### config.mk
export PLATFORM = sky130hd
export DESIGN_NAME = alu_issue_ctrl
export DESIGN_NICKNAME = d
export VERILOG_FILES = /design/src/rtl/alu_issue_ctrl.sv
export SDC_FILE = /design/constraint.sdc
export NUM_CORES = 1
export LEC_CHECK = 0
export BUFFER_PORTS_ARGS = -buffer_cell sky130_fd_sc_hd__buf_2
export CAP_MARGIN = 20
export CORE_MARGIN = 4
export CORE_UTILIZATION = 40
export DETAILED_ROUTE_END_ITERATION = 10
export PLACE_DENSITY_LB_ADDON = 0.08
export SLEW_MARGIN = 20
export SYNTH_ARGS = -nofsm -noshare
export SYNTH_HDL_FRONTEND = slang
export SYNTH_SLANG_ARGS = --single-unit
### constraint.sdc
create_clock -name i_clock -period 2.1 [get_ports i_clock]
set_clock_uncertainty 0.1 [all_clocks]
set_input_delay 0.105 -clock i_clock [delete_from_list [all_inputs] [get_ports i_clock]]
set_output_delay 0.105 -clock i_clock [all_outputs]
set_load 0.03 [all_outputs]
### src/rtl/alu_issue_ctrl.sv
// alu_issue_ctrl: initiator side of the ALU operand/result interface.
// It accepts one instruction at a time over a valid/ready handshake and reads
// the operands from a small local register file. For ALU ops it drives the ALU
// for one cycle, waits for the result and writes it back, then pulses DONE.
// LDI is handled locally. Illegal opcodes and ALU timeouts pulse ERROR.
//
// Ports:
//   i_clock, i_reset     clock; asynchronous active-high reset
//   i_instr_valid        instruction fields valid
//   o_instr_ready        accepting instructions (IDLE and not in reset)
//   i_instr_op/rd/rs1/rs2/imm  instruction fields
//   o_alu_a/b/op_code    registered ALU operands and opcode
//   o_alu_enable         one-cycle issue strobe
//   i_alu_result/valid   ALU response
//   o_done, o_error      one-cycle completion / error pulses
//   i_dbg_addr/o_dbg_data  combinational register file read port
module alu_issue_ctrl #(
  parameter int unsigned DATA_SIZE      = 8,
  parameter int unsigned OP_CODE_SIZE   = 4,
  parameter int unsigned REG_ADDR_W     = 2,
  parameter int unsigned TIMEOUT_CYCLES = 4
) (
  input  logic                    i_clock,
  input  logic                    i_reset,
  input  logic                    i_instr_valid,
  output logic                    o_instr_ready,
  input  logic [OP_CODE_SIZE-1:0] i_instr_op,
  input  logic [REG_ADDR_W-1:0]   i_instr_rd,
  input  logic [REG_ADDR_W-1:0]   i_instr_rs1,
  input  logic [REG_ADDR_W-1:0]   i_instr_rs2,
  input  logic [DATA_SIZE-1:0]    i_instr_imm,
  output logic [DATA_SIZE-1:0]    o_alu_a,
  output logic [DATA_SIZE-1:0]    o_alu_b,
  output logic [OP_CODE_SIZE-1:0] o_alu_op_code,
  output logic                    o_alu_enable,
  input  logic [DATA_SIZE-1:0]    i_alu_result,
  input  logic                    i_alu_valid,
  output logic                    o_done,
  output logic                    o_error,
  input  logic [REG_ADDR_W-1:0]   i_dbg_addr,
  output logic [DATA_SIZE-1:0]    o_dbg_data
);

  localparam int unsigned NUM_REGS = 2 ** REG_ADDR_W;
  localparam int unsigned CNT_W    = $clog2(TIMEOUT_CYCLES + 1);

  typedef enum logic [1:0] {
    S_IDLE  = 2'd0,
    S_ISSUE = 2'd1,
    S_WAIT  = 2'd2
  } state_t;

  state_t                  r_state;
  logic [DATA_SIZE-1:0]    r_regs [NUM_REGS];
  logic [REG_ADDR_W-1:0]   r_rd;
  logic [CNT_W-1:0]        r_cnt;
  logic [DATA_SIZE-1:0]    r_alu_a;
  logic [DATA_SIZE-1:0]    r_alu_b;
  logic [OP_CODE_SIZE-1:0] r_alu_op_code;
  logic                    r_alu_enable;
  logic                    r_done;
  logic                    r_error;

  logic w_accept;
  logic w_is_alu;
  logic w_is_ldi;

  // Opcode decode: 0..7 go to the ALU, 8 is LDI, everything above is illegal
  assign w_is_alu = (i_instr_op < OP_CODE_SIZE'(8));
  assign w_is_ldi = (i_instr_op == OP_CODE_SIZE'(8));
  assign w_accept = i_instr_valid & o_instr_ready;

  assign o_instr_ready = (r_state == S_IDLE) & ~i_reset;
  assign o_dbg_data    = r_regs[i_dbg_addr];

  assign o_alu_a       = r_alu_a;
  assign o_alu_b       = r_alu_b;
  assign o_alu_op_code = r_alu_op_code;
  assign o_alu_enable  = r_alu_enable;
  assign o_done        = r_done;
  assign o_error       = r_error;

  // Control FSM, register file and registered interface outputs
  always_ff @(posedge i_clock or posedge i_reset) begin
    if (i_reset) begin
      r_state       <= S_IDLE;
      r_rd          <= '0;
      r_cnt         <= '0;
      r_alu_a       <= '0;
      r_alu_b       <= '0;
      r_alu_op_code <= '0;
      r_alu_enable  <= 1'b0;
      r_done        <= 1'b0;
      r_error       <= 1'b0;
      for (int i = 0; i < int'(NUM_REGS); i++) begin
        r_regs[i] <= '0;
      end
    end else begin
      r_done  <= 1'b0;
      r_error <= 1'b0;
      case (r_state)
        S_IDLE: begin
          if (w_accept) begin
            if (w_is_alu) begin
              // Operands are captured now, so RD may alias RS1/RS2
              r_alu_a       <= r_regs[i_instr_rs1];
              r_alu_b       <= r_regs[i_instr_rs2];
              r_alu_op_code <= i_instr_op;
              r_rd          <= i_instr_rd;
              r_alu_enable  <= 1'b1;
              r_state       <= S_ISSUE;
            end else if (w_is_ldi) begin
              r_regs[i_instr_rd] <= i_instr_imm;
              r_done             <= 1'b1;
            end else begin
              r_error <= 1'b1;
            end
          end
        end
        S_ISSUE: begin
          r_alu_enable <= 1'b0;
          r_cnt        <= '0;
          r_state      <= S_WAIT;
        end
        S_WAIT: begin
          if (i_alu_valid) begin
            r_regs[r_rd] <= i_alu_result;
            r_done       <= 1'b1;
            r_state      <= S_IDLE;
          end else if (r_cnt == CNT_W'(TIMEOUT_CYCLES - 1)) begin
            // This is the TIMEOUT_CYCLES-th empty sample in WAIT
            r_error <= 1'b1;
            r_state <= S_IDLE;
          end else begin
            r_cnt <= r_cnt + CNT_W'(1);
          end
        end
        default: begin
          r_alu_enable <= 1'b0;
          r_state      <= S_IDLE;
        end
      endcase
    end
  end

endmodule
==> results.sh, run 1 <==
export IMPL_status="finished, final reports clean"
export IMPL_antenna_found_initial=0
export IMPL_power_uw=3890
export IMPL_power_frac_comb=0.303
export IMPL_syn_num_nets=275
export IMPL_routed_via_density=5.80
export IMPL_critPathRequiredTime_ps=2220
export IMPL_worstMarginPinSlew_ps=763
export IMPL_worstReg2RegEnd="r_regs[3]"
export IMPL_port_buffers=63
export IMPL_io_pin_count=64
export IMPL_yosys_warnings=0
export IMPL_cts_root_buffer="clkbuf_8"
export IMPL_tritoncts="yes"
export IMPL_crit_path_end_kind="flop"
export IMPL_period_share=0.950
export IMPL_final_util=0.504
export IMPL_std_cell_rows=34
export IMPL_synth_commonest_cells="62 x dfrtp_1, 32 x a32o_1, 31 x mux2_1, 24 x mux4_2, 16 x mux2_4"
export IMPL_antenna_cells=0
export IMPL_hold_viol=0
export IMPL_drt_initial_drc_count=81
export IMPL_reg2reg_from="r_state[1]"
export IMPL_first_pass_iters=4
export IMPL_pwr_share_seq=0.418
export IMPL_crit_arrival_ps=2120
export IMPL_grt_pass1_vias=2477
export IMPL_async_flop_share=1.00
export IMPL_synth_area_leaders="dfrtp_1 43%, mux4_2 15%, mux2_1 9.7%"
export IMPL_max_stage_delay_ps=370
export IMPL_finalNetCount=352
export IMPL_grt_usage=0.179
export IMPL_drc=0
export IMPL_clk_latency_ps=340
export IMPL_crit_chain="buf_4 -> nor4b_2 -> a21o_2 -> buf_12 -> o211ai_4 -> mux2_1"
export IMPL_antenna_left=0
export IMPL_cts_sinks=62
export IMPL_worstPathMaxFanout=14
export IMPL_p_leak_uw=0.00208
export IMPL_cellPowerDensity_nw_per_um2=884
export IMPL_place_congestion=0.783
export IMPL_synth_edf_count=0
export IMPL_peakVddDrop_uv=380
export IMPL_rsz0062_at_grt="no"
export IMPL_power_internal_uw=2600
export IMPL_dieArea_sq_um=10600
export IMPL_netlist_instances=241
export IMPL_grt_pass1_wl_mm=13.8
export IMPL_p_sw_frac=0.331
export IMPL_ys_ff_latch=62
export IMPL_path_buf_inv=2
export IMPL_die_w_um=103
export IMPL_die_h_um=103
export IMPL_maxCapViolCount=0
export IMPL_p_clk_frac=0.279
export IMPL_fmax_mhz=501
export IMPL_cts_buffers=9
export IMPL_globalRouteOverflowTotal=0
export IMPL_start_util=0.412
export IMPL_avgRoutedWirePerCell_um=21.0
export IMPL_cts_reportedPaths_clkPinSlew_ps=70
export IMPL_avgSynthCellArea_sq_um=14.9
export IMPL_hold_path_depth=4
export IMPL_hold_end="r_state[1]"
export IMPL_routed_wirelength_mm=9.05
export IMPL_synth_area_leader_cell="dfrtp_1"
export IMPL_grt_max_degree=41
export IMPL_vias=2499
export IMPL_critical_path_slowest_cell="dfrtp_1"
export IMPL_cp_top_family="compound AO/OA/AOI/OAI gates"
export IMPL_syn_area_sq_um=3590
export IMPL_drv_slew=0
export IMPL_hold_class="input port to flop"
export IMPL_yosysTopAreaCellShare=0.432
export IMPL_htreeDepth=3
export IMPL_clk_path_buf_depth=2
export IMPL_synth_most_common_cell="dfrtp_1"
export IMPL_synth_ff_type="dfrtp_1"
export IMPL_r2r_worst_path_cells=6
export IMPL_regToRegSetupSlack_ps=100
export IMPL_maxSlewHeadroom=0.491
export IMPL_min_period_ps=2000
export IMPL_drive_gt1_frac=0.464
export IMPL_hold_start="i_alu_valid"
export IMPL_ys_seq_area_frac=0.432
export IMPL_p_switching_uw=1290
export IMPL_path_class="flop to flop"
export IMPL_hpwlAfterDp_mm=6.10
export IMPL_cp_start_kind="flop"
export IMPL_setup_violations=0
export IMPL_synth_cell_type_count=35
export IMPL_area_growth_pct=22.5
export IMPL_coreArea_sq_um=8720
[registers in the layout, summed over array words and instances, names as in the netlist, 2 cells and up]
| register | cells |
|---|---|
| o_alu_b | 8 |
| o_alu_a | 8 |
| r_rd | 2 |
| r_cnt | 3 |
| r_regs | 32 |
| r_state | 2 |
| o_alu_op_code | 4 |
[layer usage]
metal	vias up	global-route usage	routed length, um
li1	1130	-	-
met1	1295	0.242	4150
met2	61	0.286	4360
met3	13	0.0528	418
met4	0	0.0448	114
met5	-	0	0
[worst register-to-register path, delay by kind of cell, from the launching register on]
family / cells / cell delay [ps]
compound gates: 2 / 390
flops: 1 / 370
simple gates: 1 / 330
buf+inv: 2 / 310
mux: 1 / 370
[how the worst max path moves through the flow]
| stage | startpoint | to | slack (ps) | cells after the start |
|---|---|---|---|---|
| after global routing | r_state[1] | r_regs[24] | 10 | 6 |
| after global placement | r_state[0] | r_regs[13] | 50 | 5 |
| after CTS | r_state[0] | r_regs[3] | 40 | 4 |
| final | r_state[1] | r_regs[3] | 100 | 6 |
| after detailed placement | r_state[0] | r_regs[11] | -8 | 5 |
| after floorplan | r_state[0] | r_regs[16] | 190 | 6 |
[cell usage in the layout, fill, tap and decap left out, types with 2 or more instances in the layout]
master          n
a21o_1          2
a22o_1          3
a32o_1         32
and2_1          2
buf_12          5
buf_2          63
buf_4           8
clkbuf_8       11
clkinv_2        3
dfrtp_1        62
dlygate4sd3_1   8
ha_1            2
inv_1           2
mux2_1         31
mux2_2          6
mux2_4         16
mux2i_1         2
mux4_2         24
nand2_1         5
nand2b_1        2
nor2_1          3
nor2_4          2
nor2b_1         5
nor3_1          2
nor3b_4         2
o211ai_4        3
o21ai_0         3
[layout make-up]
| class | count | area [sq um] |
|---|---|---|
| Clock buffer | 12 | 155 |
| Tap cell | 108 | 135 |
| Timing Repair Buffer | 85 | 567 |
| Multi-Input combinational cell | 157 | 1930 |
| Sequential cell | 62 | 1550 |
| Clock inverter | 4 | 45.0 |
| Inverter | 3 | 11.3 |
| Fill cell | 769 | 4320 |
[power groups by stage]
stage	combinational [uW]	sequential, uW	clock, uW
floorplan	681	1790	0
global placement	1160	1640	0
detailed placement	1170	1650	0
CTS	1190	1630	1130
global route	1270	1660	1160
finish	1180	1630	1080
[stage by stage]
| stage | instance area [sq um] | std cells | TNS (ps) | hold WS, ps | setup slack, ps |
|---|---|---|---|---|---|
| after floorplan | 3590 | 241 | 0 | 140 | 187 |
| after global placement | 4070 | 404 | 0 | 115 | 51.1 |
| final | 4400 | 431 | 0 | 29.2 | 105 |
| after global routing | 4400 | 431 | 0 | 49.5 | 11.6 |
| after detailed placement | 4070 | 404 | -41.1 | 105 | -7.53 |
| after CTS | 4360 | 428 | 0 | 15.5 | 39.0 |
[logic make-up (layout without fill, tap and decap cells)]
| group | count (synthesis) | in the layout | share of synthesized area |
|---|---|---|---|
| and+or+nand+nor | 30 | 30 | 0.0610 |
| DFF | 62 | 62 | 0.432 |
| adders and majority gates | 2 | 2 | 0.00697 |
| muxes | 79 | 79 | 0.339 |
| buffers and inverters | 22 | 104 | 0.0317 |
| AOI/OAI and AO/OA | 46 | 46 | 0.129 |
[timing repair]
action / 4_1_cts / 5_1_grt
setup endpoints to repair: 8 / 17
pin swaps: 0 / 1
hold buffers: 8 / 0
hold endpoints to repair: 28 / 0
setup buffers: 0 / 3
resized for setup: 1 / 1
Note: power is estimated with default switching activity, not from simulation.
==> run 2, diff against run 1 <==
Settings changed: CTS_CLUSTER_DIAMETER set to 40.
Clock period 2.1 ns to 1.8 ns, I/O delays scaled along.
==> run 2 against run 1 <==
  * The flow now finishes with violations (negative setup slack)
  * Core utilization increased by 2.6 points
  * Clock power increased by 12%
  * Global-route usage increased by 0.56 points
  * Die area unchanged
  * Non-clock buffer count increased by 11
  * Total power increased by 20%
  * Combinational power increased by 31%
  * Sequential share of layout area decreased by 1.7 points
  * Via count increased by 3.0%
  * First-iteration DRC count increased by 42%
  * Largest power group unchanged
  * Hold slack got worse by 27 ps
==> results.sh, run 2 (same netlist as run 1, synthesis figures left out) <==
export IMPL_status="finished, violations left"
export IMPL_violations="negative setup slack"
export IMPL_multiInputGateArea_sq_um=2070
export IMPL_cts_reportedPaths_clkPinSlew_ps=60
export IMPL_hold_viol=0
export IMPL_drc=0
export IMPL_place_ws_ps=-69.8
export IMPL_die_h_um=103
export IMPL_grt_max_degree=38
export IMPL_finalNetCount=363
export IMPL_min_period_ps=1870
export IMPL_grt_pass1_vias=2575
export IMPL_routed_wirelength_mm=9.52
export IMPL_p_leak_uw=0.00221
export IMPL_cts_buffers=9
export IMPL_top_register="r_regs"
export IMPL_grt_usage=0.185
export IMPL_critical_path_slowest_cell="dfrtp_2"
export IMPL_mostFrequentLayoutCell="buf_2"
export IMPL_cellPowerDensity_nw_per_um2=1010
export IMPL_place_congestion=0.776
export IMPL_largest_reg_flops=32
export IMPL_globalRouteOverflowTotal=0
export IMPL_critPathRequiredTime_ps=1920
export IMPL_final_util=0.531
export IMPL_dieArea_sq_um=10600
export IMPL_antenna_left=0
export IMPL_final_cell_mix="63 x buf_2, 61 x dfrtp_1, 49 x mux2_4"
export IMPL_tritoncts="yes"
export IMPL_fmax_mhz=534
export IMPL_drive_gt1_frac=0.583
export IMPL_clk_path_buf_depth=2
export IMPL_setup_violations=29
export IMPL_nFillCells=748
export IMPL_cts_root_buffer="clkbuf_8"
export IMPL_maxCapViolCount=0
export IMPL_coreArea_sq_um=8720
export IMPL_crit_path_end_kind="flop"
export IMPL_hold_start="i_alu_valid"
export IMPL_drv_slew=0
export IMPL_htreeDepth=3
export IMPL_antenna_cells=0
export IMPL_routed_via_density=5.84
export IMPL_crit_chain="nor4b_4 -> a21o_4 -> o211a_1 -> buf_6 -> mux2_4"
export IMPL_place_area_sq_um=4150
export IMPL_area_growth_pct=28.9
export IMPL_crit_arrival_ps=1990
export IMPL_hold_class="input port to flop"
export IMPL_crit_start="r_state[1]"
export IMPL_regArea_sq_um=1550
export IMPL_clk_latency_ps=330
export IMPL_max_stage_delay_ps=450
export IMPL_final_area_sq_um=4630
export IMPL_start_util=0.412
export IMPL_path_class="flop to flop"
export IMPL_reg2reg_from="r_state[1]"
export IMPL_avgRoutedWirePerCell_um=21.6
export IMPL_antenna_found_initial=0
export IMPL_peakVddDrop_uv=460
export IMPL_die_w_um=103
export IMPL_first_pass_iters=4
export IMPL_cp_start_kind="flop"
export IMPL_grt_pass1_wl_mm=14.3
export IMPL_drt_initial_drc_count=115
export IMPL_port_buffers=63
export IMPL_worstPathMaxFanout=5
export IMPL_maxSlewHeadroom=0.684
export IMPL_fin_ws_ps=-73.3
export IMPL_cts_sinks=62
export IMPL_vias=2574
export IMPL_rsz0062_at_grt="yes"
export IMPL_io_pin_count=64
export IMPL_std_cell_rows=34
export IMPL_hpwlAfterDp_mm=6.40
export IMPL_worstMarginPinSlew_ps=471
export IMPL_period_share=1.04
-- run 2: cell types whose count changed in the layout (fill, tap and decap cells not counted), sizes merged --
cell and change:
inv -1, clkinvlp +1, clkbuf -2, clkinv +1, buf +12, dlygate4sd3 -1
-- run 2: area by class of cell --
| type | instances | share of cell area |
|---|---|---|
| repair buffers | 96 | 0.143 |
| clock inverters | 5 | 0.0108 |
| inverters | 3 | 0.00324 |
| clock buffers | 10 | 0.0297 |
| well taps | 108 | 0.0292 |
| multi-input cells | 157 | 0.448 |
| flip-flops and latches | 62 | 0.335 |
-- run 2: path summary, 6_finish.rpt --
kind | endpoint | slack, ps | cells after the start
worst max-delay path | r_regs[23] | -70 | 5
worst min-delay path | r_state[1] | 2 | 4
worst max register to register | r_regs[23] | -70 | 5
worst min register to register | o_alu_enable | 380 | 1
max in group asynchronous | r_state[1] | 910 | 4
min in group asynchronous | r_cnt[0] | 180 | 3
-- run 2: worst max-delay path, delay by kind of cell, from the launching register on --
family / cells / cell delay (ps)
AO/OA/AOI/OAI: 2 / 440
buffers and inverters: 1 / 140
flip-flops: 1 / 450
AND/OR/NAND/NOR: 1 / 330
multiplexers: 1 / 290
-- run 2: power by group --
| part | internal (uW) | switching [uW] | total (uW) |
|---|---|---|---|
| Sequential | 1670 | 243 | 1910 |
| Clock | 660 | 549 | 1210 |
| Combinational | 804 | 747 | 1550 |
| Total | 3140 | 1540 | 4680 |
-- run 2: per-stage QoR --
| step | TNS [ps] | power [uW] | hold slack [ps] | instances |
|---|---|---|---|---|
| floorplan | 0 | 2890 | 109 | 241 |
| global placement | -509 | 3290 | -68.0 | 415 |
| detailed placement | -656 | 3320 | -66.8 | 415 |
| CTS | -501 | 4550 | 3.71 | 440 |
| global route | -3520 | 4920 | 47.0 | 441 |
| finish | -1180 | 4680 | 2.12 | 441 |
-- run 2: metal layers --
layer	routed length, um	up-vias	track usage
met4	138	0	0.0667
met5	0	-	0
met1	4330	1346	0.255
met2	4690	69	0.299
met3	360	11	0.0257
li1	-	1148	-
-- run 2: what timing repair did --
action,4_1_cts,5_1_grt
pin swaps,3,1
resized for setup,0,43
endpoints found under the hold margin,68,0
hold buffers,7,0
endpoints found under the setup margin,25,53
buffers inserted,3,1
==> run 3, diff against run 2 <==
Settings changed: CELL_PAD_IN_SITES_DETAIL_PLACEMENT set to 1, CELL_PAD_IN_SITES_GLOBAL_PLACEMENT set to 2, CORE_UTILIZATION 40 to 35.
==> run 3 against run 2 <==
  * The flow still finishes with violations (negative setup slack)
  * Cell count up 6.3%
  * Sequential share of layout area rose by 0.24 points
  * Sequential power is essentially flat
  * Cell area fell by 0.70%
  * Clock power rose by 21%
  * First-iteration DRC count rose by 27%
  * Combinational power fell by 6%
  * Total power increased by 3.2%
  * Via count increased by 0.16%
  * Global-route usage up 0.11 points
  * Fmax up 2.1%
==> results.sh, run 3 (same netlist as run 1, synthesis figures left out) <==
export IMPL_hold_path_depth=3
export IMPL_setup_violations=28
export IMPL_avgRoutedWirePerCell_um=21.4
export IMPL_maxSlewHeadroom=0.646
export IMPL_vias=2578
export IMPL_final_cell_mix="63 x buf_2, 61 x dfrtp_1, 32 x a32o_1"
export IMPL_crit_chain="buf_6 -> buf_4 -> nor2_4 -> o211a_1 -> buf_4 -> mux2_4"
export IMPL_max_stage_delay_ps=390
export IMPL_area_growth_pct=28.0
export IMPL_path_buf_inv=3
export IMPL_grt_usage=0.186
export IMPL_die_h_um=109
export IMPL_htreeDepth=3
export IMPL_cts_sinks=62
export IMPL_rsz0062_at_grt="yes"
export IMPL_clk_latency_ps=340
export IMPL_path_class="flop to flop"
export IMPL_first_pass_iters=4
export IMPL_cellPowerDensity_nw_per_um2=1050
export IMPL_fin_ws_ps=-35.3
export IMPL_min_period_ps=1840
export IMPL_cpMostUsedCell="buf_4"
export IMPL_p_switching_uw=1540
export IMPL_routed_via_density=5.50
export IMPL_hold_viol=0
export IMPL_mostFrequentLayoutCell="buf_2"
export IMPL_place_congestion=0.740
export IMPL_violations="negative setup slack"
export IMPL_dieArea_sq_um=11900
export IMPL_critPathRequiredTime_ps=1920
export IMPL_status="finished, violations left"
export IMPL_start_util=0.364
export IMPL_grt_max_degree=40
export IMPL_drv_slew=0
export IMPL_pwr_share_seq=0.394
export IMPL_antenna_cells=0
export IMPL_p_leak_uw=0.00220
export IMPL_clk_path_buf_depth=2
export IMPL_top_register="r_regs"
export IMPL_fin_hold_ws_ps=20.1
export IMPL_antenna_left=0
export IMPL_cts_buffers=9
export IMPL_maxCapViolCount=0
export IMPL_peakVddDrop_uv=386
export IMPL_period_share=1.02
export IMPL_power_internal_uw=3280
export IMPL_cp_top_family="buffers and inverters"
export IMPL_fmax_mhz=545
export IMPL_globalRouteOverflowTotal=0
export IMPL_critical_path_slowest_cell="dfrtp_1"
export IMPL_crit_path_end_kind="flop"
export IMPL_power_frac_comb=0.303
export IMPL_antenna_found_initial=0
export IMPL_tritoncts="yes"
export IMPL_hold_class="input port to flop"
export IMPL_routed_wirelength_mm=10.0
export IMPL_port_buffers=63
export IMPL_r2r_worst_path_cells=6
export IMPL_cp_start_kind="flop"
export IMPL_p_clk_frac=0.303
export IMPL_finalNetCount=365
export IMPL_io_pin_count=64
export IMPL_cts_root_buffer="clkbuf_8"
export IMPL_crit_arrival_ps=1960
export IMPL_coreArea_sq_um=9860
export IMPL_p_sw_frac=0.319
export IMPL_die_w_um=109
export IMPL_worstPathMaxFanout=9
export IMPL_path_depth=6
export IMPL_std_cell_rows=36
export IMPL_cts_reportedPaths_clkPinSlew_ps=70
export IMPL_largest_reg_flops=32
export IMPL_drc=0
export IMPL_final_util=0.466
export IMPL_grt_pass1_vias=2810
export IMPL_drive_gt1_frac=0.533
export IMPL_grt_pass1_wl_mm=16.4
export IMPL_worstMarginPinSlew_ps=531
export IMPL_drt_initial_drc_count=146
export IMPL_hpwlAfterDp_mm=6.89
[run 3: changes by cell type in the layout (fill, tap and decap cells not counted), moves of 3 or more]
cell,before,now
buf_4,18,22
mux2_1,1,18
mux2_4,49,30
clkinv_2,4,1
buf_6,2,5
buf_12,6,1
[run 3: per-stage QoR]
step	TNS, ps	std cells	power [uW]	setup WS [ps]	area, sq um
2_1_floorplan	0	241	2890	0.466	3610
3_3_place_gp	-466	440	3300	-45.2	4170
3_5_place_dp	-1060	440	3320	-57.7	4170
4_1_cts	-649	466	4860	-77.1	4540
5_1_grt	-5970	469	5120	-142	4600
6_report	-482	469	4820	-35.3	4600
[run 3: cell type report]
type                            count  area [sq um]
Timing Repair Buffer               98           627
Tap cell                          133           166
Clock buffer                       13           169
Sequential cell                    62          1550
Inverter                            3          15.0
Multi-Input combinational cell    157          2000
Clock inverter                      3          65.1
Fill cell                        1024          5270
[run 3: timing repair]
action / CTS / global route
buffers inserted: 3 / 3
hold buffers: 7 / 0
hold endpoints to repair: 68 / 0
pin swaps: 3 / 0
resized for setup: 12 / 8
endpoints found under the setup margin: 36 / 53
[run 3: power groups by stage]
stage	sequential, uW	clock, uW	combinational (uW)
after floorplan	2090	0	799
after global placement	1920	0	1380
after detailed placement	1930	0	1390
after CTS	1910	1510	1440
after global routing	1960	1580	1570
final	1900	1460	1460
[run 3: layer usage]
| metal | wire length, um | up-vias | track usage |
|---|---|---|---|
| met5 | 0 | - | 0 |
| met4 | 59 | 0 | 0.0463 |
| met3 | 481 | 4 | 0.0382 |
| met2 | 4910 | 60 | 0.302 |
| met1 | 4580 | 1364 | 0.256 |
| li1 | - | 1150 | - |
[run 3: path summary, 6_finish.rpt]
| kind | from | end | slack [ps] |
|---|---|---|---|
| max | r_state[0] | r_regs[19] | -40 |
| min | i_alu_valid | o_error | 20 |
| max reg2reg | r_state[0] | r_regs[19] | -40 |
| min reg2reg | o_alu_enable | o_alu_enable | 380 |
| max in group asynchronous | i_reset | r_regs[19] | 800 |
| min in group asynchronous | i_reset | o_alu_op_code[0] | 350 |
[run 3: worst register-to-register path, cell delays in order (launching register included)]
cell and delay, ps:
dfrtp_1 390, buf_6 120, buf_4 160, nor2_4 250
o211a_1 230, buf_4 160, mux2_4 310
